==> src/rtl/mult_ctrl_pkg.sv <==
// Shared types and sizing helpers for the shift-add multiplier controller.
package mult_ctrl_pkg;

  localparam int DEF_WIDTH = 3;

  typedef enum logic [2:0] {
    ST_IDLE  = 3'd0,
    ST_LOAD  = 3'd1,
    ST_TEST  = 3'd2,
    ST_ADD   = 3'd3,
    ST_SHIFT = 3'd4,
    ST_DONE  = 3'd5
  } mult_state_t;

  function automatic int cnt_w(input int width);
    return $clog2(width + 1);
  endfunction

endpackage

==> src/rtl/rr_arbiter.sv <==
// Combinational round-robin pick: search starts one past the previous winner.
module rr_arbiter #(
  parameter int NREQ  = 2,
  parameter int IDX_W = (NREQ > 1) ? $clog2(NREQ) : 1
) (
  input  logic [NREQ-1:0]  req,
  input  logic [IDX_W-1:0] last_grant,
  input  logic             en,
  output logic [IDX_W-1:0] grant,
  output logic             any
);

  logic [IDX_W-1:0] w_idx;

  // Walk from the lowest-priority slot to the highest so the nearest requester wins.
  always_comb begin
    grant = '0;
    any   = 1'b0;
    w_idx = '0;
    for (int k = NREQ; k >= 1; k--) begin
      w_idx = IDX_W'((int'(last_grant) + k) % NREQ);
      if (en && req[w_idx]) begin
        grant = w_idx;
        any   = 1'b1;
      end
    end
  end

endmodule

==> src/rtl/mult_shift_add_ctrl.sv <==
// Shared controller for a shift-add multiplier datapath: arbitrates requesters,
// sequences the datapath strobes and returns the product to the winner.
module mult_shift_add_ctrl
  import mult_ctrl_pkg::*;
#(
  parameter int WIDTH = DEF_WIDTH,
  parameter int NREQ  = 2,
  parameter int CNT_W = cnt_w(WIDTH)
) (
  input  logic                    clk,
  input  logic                    reset_n,
  input  logic [NREQ-1:0]         req_valid,
  input  logic [NREQ*WIDTH-1:0]   req_m,
  input  logic [NREQ*2*WIDTH-1:0] req_M,
  output logic [NREQ-1:0]         req_ready,
  output logic [NREQ-1:0]         rsp_valid,
  output logic [2*WIDTH-1:0]      rsp_R,
  output logic                    busy,
  output logic [WIDTH-1:0]        m,
  output logic [2*WIDTH-1:0]      M,
  output logic                    s1,
  output logic                    en1,
  output logic                    s2,
  output logic                    en2,
  input  logic                    ProxBit_m,
  input  logic [CNT_W-1:0]        CountOut,
  input  logic [2*WIDTH-1:0]      R
);

  localparam int IDX_W = (NREQ > 1) ? $clog2(NREQ) : 1;

  mult_state_t      r_state;
  mult_state_t      w_state_nxt;
  logic [IDX_W-1:0] r_grant;
  logic [IDX_W-1:0] r_last_grant;
  logic [IDX_W-1:0] w_arb_grant;
  logic             w_arb_any;
  logic [NREQ-1:0]  w_grant_oh;
  logic             w_load;
  logic             w_done;

  rr_arbiter #(
    .NREQ  (NREQ),
    .IDX_W (IDX_W)
  ) u_arb (
    .req        (req_valid),
    .last_grant (r_last_grant),
    .en         (r_state == ST_IDLE),
    .grant      (w_arb_grant),
    .any        (w_arb_any)
  );

  always_ff @(posedge clk or negedge reset_n) begin
    if (!reset_n) begin
      r_state      <= ST_IDLE;
      r_grant      <= '0;
      r_last_grant <= IDX_W'(NREQ - 1);
    end else begin
      r_state <= w_state_nxt;
      if (w_arb_any) r_grant <= w_arb_grant;
      if (r_state == ST_LOAD) r_last_grant <= r_grant;
    end
  end

  always_comb begin
    w_state_nxt = r_state;
    case (r_state)
      ST_IDLE:  if (w_arb_any) w_state_nxt = ST_LOAD;
      ST_LOAD:  w_state_nxt = ST_TEST;
      ST_TEST: begin
        if (CountOut == CNT_W'(WIDTH)) w_state_nxt = ST_DONE;
        else if (ProxBit_m)            w_state_nxt = ST_ADD;
        else                           w_state_nxt = ST_SHIFT;
      end
      ST_ADD:   w_state_nxt = ST_SHIFT;
      ST_SHIFT: w_state_nxt = ST_TEST;
      ST_DONE:  w_state_nxt = ST_IDLE;
      default:  w_state_nxt = ST_IDLE;
    endcase
  end

  // Moore decode; operands are gated to LOAD so reset forces them to zero.
  assign w_load     = (r_state == ST_LOAD);
  assign w_done     = (r_state == ST_DONE);
  assign w_grant_oh = NREQ'(1) << r_grant;

  assign s1        = w_load;
  assign en1       = w_load || (r_state == ST_SHIFT);
  assign s2        = w_load;
  assign en2       = w_load || (r_state == ST_ADD);
  assign busy      = (r_state != ST_IDLE);
  assign req_ready = w_load ? w_grant_oh : '0;
  assign rsp_valid = w_done ? w_grant_oh : '0;
  assign rsp_R     = w_done ? R : '0;
  assign m         = w_load ? req_m[int'(r_grant)*WIDTH +: WIDTH] : '0;
  assign M         = w_load ? req_M[int'(r_grant)*2*WIDTH +: 2*WIDTH] : '0;

endmodule

==> config.mk <==
export PLATFORM = sky130hd
export DESIGN_NAME = mult_shift_add_ctrl
export DESIGN_NICKNAME = d
export VERILOG_FILES = /design/src/rtl/mult_ctrl_pkg.sv /design/src/rtl/rr_arbiter.sv /design/src/rtl/mult_shift_add_ctrl.sv
export SDC_FILE = /design/constraint.sdc
export NUM_CORES = 1
export LEC_CHECK = 0
export CAP_MARGIN = 20
export CELL_PAD_IN_SITES_DETAIL_PLACEMENT = 1
export CELL_PAD_IN_SITES_GLOBAL_PLACEMENT = 2
export CORE_ASPECT_RATIO = 0.7
export CORE_MARGIN = 10
export CORE_UTILIZATION = 11
export CTS_CLUSTER_DIAMETER = 40
export DETAILED_ROUTE_END_ITERATION = 8
export HOLD_SLACK_MARGIN = 0.15
export PLACE_DENSITY = 0.77
export RECOVER_POWER = 100
export SLEW_MARGIN = 20
export SYNTH_ARGS = -nofsm -noshare
export SYNTH_HDL_FRONTEND = slang
export SYNTH_SLANG_ARGS = --single-unit
==> constraint.sdc <==
create_clock -name clk -period 1.71 [get_ports clk]
set_clock_uncertainty 0.15 [all_clocks]
set_input_delay 0.342 -clock clk [delete_from_list [all_inputs] [get_ports clk]]
set_output_delay 0.342 -clock clk [all_outputs]
set_load 0.05 [all_outputs]
==> results of run 1 <==
-- power breakdown --
part           switching, mW  internal (mW)  total, mW
combinational           1.31           1.13       2.45
sequential            0.0573          0.188      0.245
clock                 0.0589          0.160      0.219
total                   1.43           1.48       2.91
-- layer usage --
metal	part of all wire [%]	track usage, %	vias to the layer above	wire length, um
met2	53	12.3	32	1490
met3	11	3.01	6	318
li1	-	-	322	-
met4	2.6	4.21	0	73
met1	33	6.46	320	923
met5	0	0	-	0
-- cells by family (layout without fill, tap and decap cells) --
logic type                after synthesis  in the layout
and+or+nand+nor                        30             31
buffers and inverters                  11             67
muxes                                  10             10
AOI/OAI and AO/OA                       6              6
DFF                                     5              5
xor gates and xnor gates                1              1
-- stage by stage --
step / power [mW] / hold slack (ns)
floorplan: 1.65 / -0.104
global route: 3.06 / 0.272
finish: 2.91 / 0.266
global placement: 2.52 / 0.427
detailed placement: 2.56 / 0.435
CTS: 2.93 / 0.198
-- timing repair --
action	in CTS	in global routing
setup endpoints to repair	23	24
gates resized for setup	8	10
pin swaps	6	1
buffers inserted	1	0
cloned	1	0
-- critical path: stages, from the launching register on --
cell and delay, ns:
dfrtp_1 0.40, or3b_4 0.53, clkinvlp_4 0.16, buf_12 0.14
-- state kept, by name, indices dropped and copies added (netlist names) --
name          flops
r_grant           1
r_last_grant      1
r_state           3
-- synthesized netlist by cell type --
| master | number |
|---|---|
| a21bo_2 | 1 |
| a21boi_0 | 1 |
| a21oi_1 | 1 |
| a311oi_1 | 1 |
| and2_1 | 8 |
| and3b_2 | 1 |
| buf_2 | 2 |
| buf_4 | 2 |
| buf_6 | 2 |
| clkbuf_1 | 1 |
| dfrtp_1 | 4 |
| dfstp_2 | 1 |
| inv_1 | 4 |
| mux2_4 | 1 |
| mux2i_1 | 9 |
| nand2_1 | 1 |
| nor2_1 | 13 |
| nor3_1 | 1 |
| nor3b_1 | 1 |
| nor4b_1 | 1 |
| o22ai_1 | 1 |
| o2bb2ai_1 | 1 |
| or2_2 | 1 |
| or2b_1 | 1 |
| or3_1 | 1 |
| or3b_4 | 1 |
| xnor2_1 | 1 |
-- layout make-up --
cell class              count  share of cell area [%]
clock buffers               4                    2.93
inverters                   4                    1.22
multi-input cells          48                    29.4
flip-flops and latches      5                    8.23
well taps                  55                    4.48
repair buffers             59                    53.7
-- how the worst max path moves through the flow --
stage	slack [ns]	from	end
after floorplan	-0.26	r_state[2]	s2
after global placement	-0.07	r_state[2]	m[2]
after detailed placement	-0.09	r_state[0]	s2
after CTS	-0.25	r_state[1]	rsp_R[1]
after global routing	-0.29	r_state[1]	rsp_valid[0]
final	-0.25	r_state[1]	s2
==> results by group, run 1 <==
Layout
  – Area Overhead vs Synth: 196%
  – Final Non-Filler Cells: ~180
  – Final Instance Area: 1540 um^2
  – Diode count: 0
  – Most frequent cells in the layout: clkdlybuf4s50_1 (28), buf_12 (23), nor2_4 (11)
  – Fillers: around 500
  – Nets: 152
  – Multi-input gate area: 452 um^2
  – Sequential cell area: 126 um^2
  – Util after Layout: approximately a third
  – Share of layout cells above drive strength 1: 51.7%
  – Most common library cell in the layout ignoring fill and taps: clkdlybuf4s50_1

Place
  – Post-detail-place hpwl: ~2300 um
  – Dpl cell area: between 1000 and 1500 um^2
  – Number of port buffers: 54
  – Setup WS pre-CTS: -0.0917 ns
  – Routability Congestion: 0.692
  – Placed insts: 169

Global routing
  – Initial antenna violation count: 0
  – Gr ovfl total: 0
  – Vias in the first global route: 807
  – Largest net degree at the start of global routing: 14
  – Total track usage: under 10%
  – First-pass GRT wire length: 4270 um

Clock tree
  – CTS root buf: clkbuf_8
  – CTS tree: done
  – Hold_buf cts: 0
  – CTS Buffer Depth: 2
  – CTS Buf Count: 3
  – H-Tree Depth: 1
  – Worst skew pair latency: 0.22 ns
  – Clock transition at path regs: 0.04 ns
  – # clock sinks: 5

Worst hold path
  – Worst Hold Class: in2async

Worst setup path
  – FF-to-FF End: r_last_grant
  – Setup crit start kind: register
  – Worst reg2reg setup slack: 0.11 ns
  – Crit Path Class: reg2out
  – R2r worst-path depth: 3
  – Worst Path Max Fanout: 7
  – Worst endpoint required time: about 1.2 ns
  – Worst r2r src: r_state[2]
  – Data arrival, critical path: approximately 1.5 ns
  – CP endpoint kind: primary output

Run status
  – Status: complete, but fails checks
  – Failing checks: setup timing

STA
  – Setup Viol. Count Final: 23
  – Slew Limit Fails: 0
  – Fmax: 511 MHz
  – Fin. Hold Viols: 0
  – Slew headroom: roughly 80%
  – Minimum clock period: 1.96 ns
  – Setup TNS: -4.92 ns
  – Final Cycle Share: 114%
  – Least-Margin Pin Slew: 0.326 ns
  – Setup ws final: -0.247 ns
  – RSZ-0062 raised after global routing: yes

Logic synthesis
  – Main combinational cell family by area after synthesis: simple AND/OR/NAND/NOR gates
  – Seq/Total Area, Yosys: 24.4%
  – Synth Area in Simple Gates: 31.9%
  – Yosys top cell by area: dfrtp_1
  – Post-synthesis compound-gate area fraction: 8.94%
  – Synth Area in Adders: 0%
  – Area share of the largest cell type after synthesis: around a fifth
  – Synth area leaders: dfrtp_1 (19%), mux2i_1 (17%), and2_1 (9.7%)
  – Syn nets: 94
  – Post-Syn Area: approximately 520 um^2
  – Synth Area in XOR/XNOR: 1.69%
  – Mapped Cells: 63
  – Mux contribution to synthesized area: 20.3%
  – Post-Syn Area per Cell: roughly 8 um^2
  – Yosys warns: 0
  – Yosys reg bits: 5
  – Distinct cell type count after synthesis: 27

Pwr
  – Worst VDD drop: around 1.2 mV
  – Leak pwr: around 0.62 nW
  – PD cells: 1900 nW/um^2

Floorplan
  – I/O pin count: 55
  – Width of the die: 102 um
  – Chip Height: 77.4 um
  – Die area: between 7000 and 8000 um^2
  – Rows: 20
  – Area of the core: 4450 um^2
  – Starting density of the core: 11.6%

Route
  – Post-DR vias/cell: 3.89
  – Drt total wl: 2810 um
  – ANT nets after route: 0
  – Detailed Routing Iterations Pass 1: 3
  – DRC viols: 0
  – DR iter-0 viols: 13
  – Vias: 680
  – Drt wl/cell: 16.1 um

Run
  – Max Cap Viol: 0
(Power assumes the default switching activity.)
==> run 2, diff against run 1 <==
- CORE_UTILIZATION: 11 -> 24
- DONT_BUFFER_PORTS: default -> 1
- PLACE_DENSITY: 0.77 -> 0.75
==> results by group, run 2 (synthesis results as in run 1) <==
Place
  – Post-detail-place hpwl: 1960 um (-17%)
  – Setup WS pre-CTS: -0.0310 ns (+0.0607 ns)
  – Number of port buffers: 0 (-100%)
  – Routability Congestion: 0.694 (+0.36%)
  – Dpl cell area: 1070 um^2 (-25%)

STA
  – Slew Limit Fails: 0 (unchanged)
  – Fmax: 506 MHz (-1.0%)
  – Minimum clock period: 1.98 ns (+0.0203 ns)
  – Setup Viol. Count Final: 23 (unchanged)
  – Final Cycle Share: 116% (+1.2 points)
  – Slew headroom: 81.3% (+3.3 points)
  – Setup ws final: -0.267 ns (-0.0203 ns)
  – Fin. Hold Viols: 0 (unchanged)
  – Least-Margin Pin Slew: 0.272 ns (-0.0534 ns)
  – RSZ-0062 raised after global routing: yes

Route
  – Drt total wl: 2300 um (-18%)
  – Detailed Routing Iterations Pass 1: 2 (-1)
  – Drt wl/cell: 19.6 um (+22%)
  – Post-DR vias/cell: 5.02 (+29%)
  – Vias: 587 (-14%)
  – DRC viols: 0 (unchanged)
  – DR iter-0 viols: 15 (+2)
  – ANT nets after route: 0 (unchanged)

Floorplan
  – Starting density of the core: 26.5% (+15 points)
  – Chip Height: 58.9 um (-24%)
  – I/O pin count: 55 (unchanged)
  – Rows: 13 (-35%)
  – Die area: 4450 um^2 (-44%)
  – Width of the die: 75.5 um (-26%)
  – Area of the core: 1950 um^2 (-56%)

Worst setup path
  – CP delay by family, top: simple AND/OR/NAND/NOR gates
  – CP max-delay cell: or3b_4
  – WP buf/inv: 2 (unchanged)
  – Data arrival, critical path: 1.48 ns (+0.02 ns)
  – Critical path cell sequence: or3b_4 -> buf_12 -> nor2_4 -> buf_12
  – Crit Path Class: reg2out
  – Setup crit start kind: register
  – CP peak stage delay: 0.42 ns (-0.11 ns)
  – Most used cell, CP: buf_12
  – CP endpoint kind: primary output
  – Worst endpoint required time: 1.22 ns (about the same)
  – Worst Path Max Fanout: 11 (+4)

Pwr
  – Leak pwr: 0.503 nW (-19%)
  – PD cells: 2260 nW/um^2 (+19%)
  – Worst VDD drop: 1.10 mV (-5.7%)

Run status
  – Status: complete, but fails checks
  – Failing checks: setup timing

Clock tree
  – CTS Buf Count: 3 (unchanged)
  – CTS Buffer Depth: 2 (unchanged)
  – Clock transition at path regs: 0.05 ns (about the same)
  – CTS root buf: clkbuf_4
  – CTS tree: done
  – # clock sinks: 5 (unchanged)
  – H-Tree Depth: 1 (unchanged)
  – Worst skew pair latency: 0.24 ns (+0.02 ns)

Global routing
  – Total track usage: 10.5% (+3.5 points)
  – Initial antenna violation count: 0 (unchanged)
  – Gr ovfl total: 0 (unchanged)
  – Largest net degree at the start of global routing: 14 (unchanged)
  – First-pass GRT wire length: 3620 um (-15%)
  – Vias in the first global route: 685 (-15%)

Layout
  – Final Instance Area: 1200 um^2 (-22%)
  – Util after Layout: 61.7% (+27 points)
  – Area Overhead vs Synth: 133%
  – Diode count: 0 (unchanged)
  – Most frequent cells in the layout: buf_12 (22), nor2_4 (12), mux2i_1 (9)
  – Most common library cell in the layout ignoring fill and taps: buf_12
  – Largest register by flop count: r_state
  – Share of layout cells above drive strength 1: 64.2% (+13 points)
  – Fillers: 206 (-59%)
  – Largest registers: r_state (3), r_grant (1), r_last_grant (1)
  – Max reg flops: 3 (unchanged)
  – Nets: 127 (-16%)

Worst hold path
  – Worst Hold Class: in2reg

Run
  – Max Cap Viol: 0 (unchanged)
-- run 2: cell count changes in the layout (fill, tap and decap cells not counted), moves of 2 or more --
cell             delta
buf_6               -2
buf_2               +2
clkbuf_8            -3
nor2_2              -2
clkbuf_1            +2
buf_4               +2
dlygate4sd3_1       +2
clkbuf_4            +2
clkdlybuf4s50_1    -28
-- run 2: path summary, 6_finish.rpt --
path | startpoint | endpoint | slack [ns] | cells after the start
hold reg to reg | r_last_grant | r_last_grant | 0.48 | 1
max in group asynchronous | reset_n | r_last_grant | 0.90 | 1
hold / removal | req_valid[0] | r_grant | 0.19 | 2
min in group asynchronous | reset_n | r_state[1] | 0.24 | 1
setup / recovery | r_state[2] | M[0] | -0.27 | 4
setup reg to reg | r_state[1] | r_state[0] | 0.13 | 5
-- run 2: report_power, final --
group	switching, mW	internal, mW	leakage, nW
clock network	0.0505	0.0884	0.0150
logic	1.32	1.04	0.428
registers	0.0392	0.188	0.0603
-- run 2: per-layer routing --
| layer | routed length (um) | track usage, % |
|---|---|---|
| met5 | 0 | 0 |
| met4 | 0 | 3.17 |
| met3 | 246 | 4.36 |
| met2 | 1250 | 18.6 |
| met1 | 803 | 11.0 |
-- run 2: cell type report --
| class | instances | area [um^2] | share of cell area, % |
|---|---|---|---|
| Tap cell | 22 | 27.5 | 2.28 |
| Timing Repair Buffer | 35 | 547 | 45.4 |
| Sequential cell | 5 | 126 | 10.5 |
| Inverter | 4 | 18.8 | 1.56 |
| Multi-Input combinational cell | 47 | 459 | 38.1 |
| Clock buffer | 4 | 26.3 | 2.18 |
-- run 2: through the flow --
step	setup TNS, ns	power (mW)	instances	hold WS [ns]
floorplan	-1.92	1.65	63	-0.104
global placement	0	2.36	107	-0.103
detailed placement	-0.0613	2.41	107	-0.103
CTS	-4.76	2.84	118	0.180
global route	-6.59	2.87	117	0.196
finish	-5.08	2.72	117	0.189
-- run 2: worst register-to-register path: cells and delay by family (launching register included) --
family          cells  cell delay [ns]
flops               1             0.36
compound gates      1             0.26
buf+inv             3             0.63
simple gates        1             0.08
-- run 2: timing repair --
item / 4_1_cts / 5_1_grt
hold buffers: 4 / 0
pin swaps: 9 / 5
endpoints found under the hold margin: 6 / 0
gates resized for setup: 20 / 1
endpoints found under the setup margin: 23 / 23
setup buffers: 3 / 1
==> run 3, diff against run 2 <==
- CORE_UTILIZATION: 24 -> 27
- CTS_CLUSTER_SIZE: default -> 40
- PLACE_DENSITY: 0.75 -> 0.79
- clock period: 1.71 -> 2.1 ns (I/O delays scaled with it)
==> results by group, run 3 (synthesis results as in run 1) <==
Layout
  – Area Overhead vs Synth: 53.9%
  – Most common library cell in the layout ignoring fill and taps: buf_6
  – Largest register by flop count: r_state
  – Largest registers: r_state (3), r_grant (1), r_last_grant (1)
  – Max reg flops: 3 (unchanged)
  – Nets: 119 (-6.3%)
  – Share of layout cells above drive strength 1: 47.1% (-17 points)
  – Most frequent cells in the layout: buf_6 (12), buf_4 (11), nor2_1 (9), mux2i_1 (9), and2_1 (8)
  – Util after Layout: 43.4% (-18 points)
  – Fillers: 219 (+6.3%)
  – Sequential cell area: 130 um^2 (+3.0%)
  – Multi-input gate area: 347 um^2 (-25%)
  – Diode count: 0 (unchanged)

STA
  – RSZ-0062 raised after global routing: yes
  – Least-Margin Pin Slew: 0.539 ns (+0.267 ns)
  – Slew Limit Fails: 0 (unchanged)
  – Slew headroom: 64.1% (-17 points)
  – Minimum clock period: 2.04 ns
  – Fmax: roughly 500 MHz
  – Final Cycle Share: 97.3%
  – Setup Viol. Count Final: 0 (-100%)
  – Fin. Hold Viols: 0 (unchanged)

Clock tree
  – Worst skew pair latency: 0.26 ns (+0.02 ns)
  – CTS root buf: clkbuf_4
  – CTS tree: done
  – CTS Buffer Depth: 2 (unchanged)
  – # clock sinks: 5 (unchanged)
  – H-Tree Depth: 1 (unchanged)
  – CTS Buf Count: 3 (unchanged)
  – Clock transition at path regs: 0.05 ns (about the same)

Global routing
  – First-pass GRT wire length: 3040 um (-16%)
  – Met1 Track Usage GR: 8.79% (-2.2 points)
  – Met2 Use GR: 15.2% (-3.4 points)
  – GR met3 Demand/Resource: 5.96% (+1.6 points)
  – Global route hottest layer: met2
  – Largest net degree at the start of global routing: 14 (unchanged)
  – Initial antenna violation count: 0 (unchanged)
  – Vias in the first global route: 562 (-18%)
  – Gr ovfl total: 0 (unchanged)
  – Total track usage: 9.57% (-0.91 points)

Route
  – Post-DR vias/cell: 4.99 (-0.52%)
  – ANT nets after route: 0 (unchanged)
  – DRC viols: 0 (unchanged)
  – Drt wl/cell: 18.9 um (-3.6%)
  – Drt total wl: 2060 um (-10%)
  – Vias: 544 (-7.3%)
  – DR iter-0 viols: 9 (-6)
  – Detailed Routing Iterations Pass 1: 3 (+1)

Pwr
  – PD cells: 2030 nW/um^2 (-10%)
  – Leak pwr: 0.391 nW (-22%)
  – Total Power: 1.62 mW (-40%)
  – Worst VDD drop: 0.720 mV (-35%)

Worst setup path
  – Data arrival, critical path: 1.47 ns (about the same)
  – CP endpoint kind: primary output
  – Worst Path Max Fanout: 9 (-2)
  – Crit Path Class: reg2out
  – Setup crit start kind: register
  – Worst endpoint required time: 1.53 ns (+0.31 ns)

Run status
  – Status: finished, final reports clean

Floorplan
  – Width of the die: 72.4 um (-4.2%)
  – Starting density of the core: 28.2% (+1.6 points)
  – Area of the core: 1840 um^2 (-5.8%)
  – Die area: 4100 um^2 (-7.8%)
  – I/O pin count: 55 (unchanged)
  – Rows: 13 (unchanged)
  – Chip Height: 56.6 um (-3.8%)

Place
  – Post-detail-place hpwl: 1630 um (-17%)
  – Routability Congestion: 0.741 (+6.7%)
  – Number of port buffers: 0 (unchanged)

Run
  – Max Cap Viol: 0 (unchanged)

Worst hold path
  – Worst Hold Class: in2reg
-- run 3: path summary, 6_finish.rpt --
path                                   start           end  slack, ns  cells after the start
max in group asynchronous            reset_n  r_last_grant       1.24                      1
worst max register to register    r_state[1]       r_grant       0.44                      3
min in group asynchronous            reset_n    r_state[1]       0.31                      1
worst max-delay path              r_state[1]      rsp_R[2]       0.06                      4
worst min register to register  r_last_grant  r_last_grant       0.47                      1
worst min-delay path               ProxBit_m    r_state[0]       0.16                      2
-- run 3: what timing repair did --
item / in CTS / in global routing
cloned: 1 / 0
endpoints found under the setup margin: 9 / 19
resized for setup: 3 / 17
pin swaps: 1 / 1
hold buffers: 1 / 0
setup buffers: 0 / 2
endpoints found under the hold margin: 5 / 0
-- run 3: layout make-up --
cell class / count / share of cell area, %
Clock buffer: 4 / 3.30
Tap cell: 22 / 3.45
Multi-Input combinational cell: 48 / 43.5
Sequential cell: 5 / 16.3
Inverter: 4 / 1.88
Timing Repair Buffer: 26 / 31.6
-- run 3: power by group --
group          internal [mW]  switching [mW]
Sequential             0.157          0.0995
Clock                 0.0723          0.0458
Combinational          0.449           0.796
-- run 3: worst max-delay path, cell delays in order, from the launching register on --
cell	delay, ns
dfrtp_1	0.40
buf_4	0.17
and3b_2	0.30
and2_1	0.15
buf_4	0.19
-- run 3: routing by layer --
| metal | vias up | share of wire, % |
|---|---|---|
| met2 | 31 | 51 |
| met1 | 254 | 37 |
| met5 | - | 0 |
| met4 | 0 | 1.6 |
| li1 | 257 | - |
| met3 | 2 | 10 |
-- run 3: stage by stage --
step / area [um^2] / setup TNS [ns] / instances / setup WS (ns) / hold WS [ns]
2_1_floorplan: 518 / -1.71 / 63 / -0.172 / -0.0256
3_3_place_gp: 679 / 0 / 101 / 0.268 / -0.0254
3_5_place_dp: 679 / 0 / 101 / 0.222 / -0.0254
4_1_cts: 729 / 0 / 107 / 0.00176 / 0.164
5_1_grt: 797 / -0.0170 / 109 / -0.0121 / 0.169
6_report: 797 / 0 / 109 / 0.0568 / 0.164
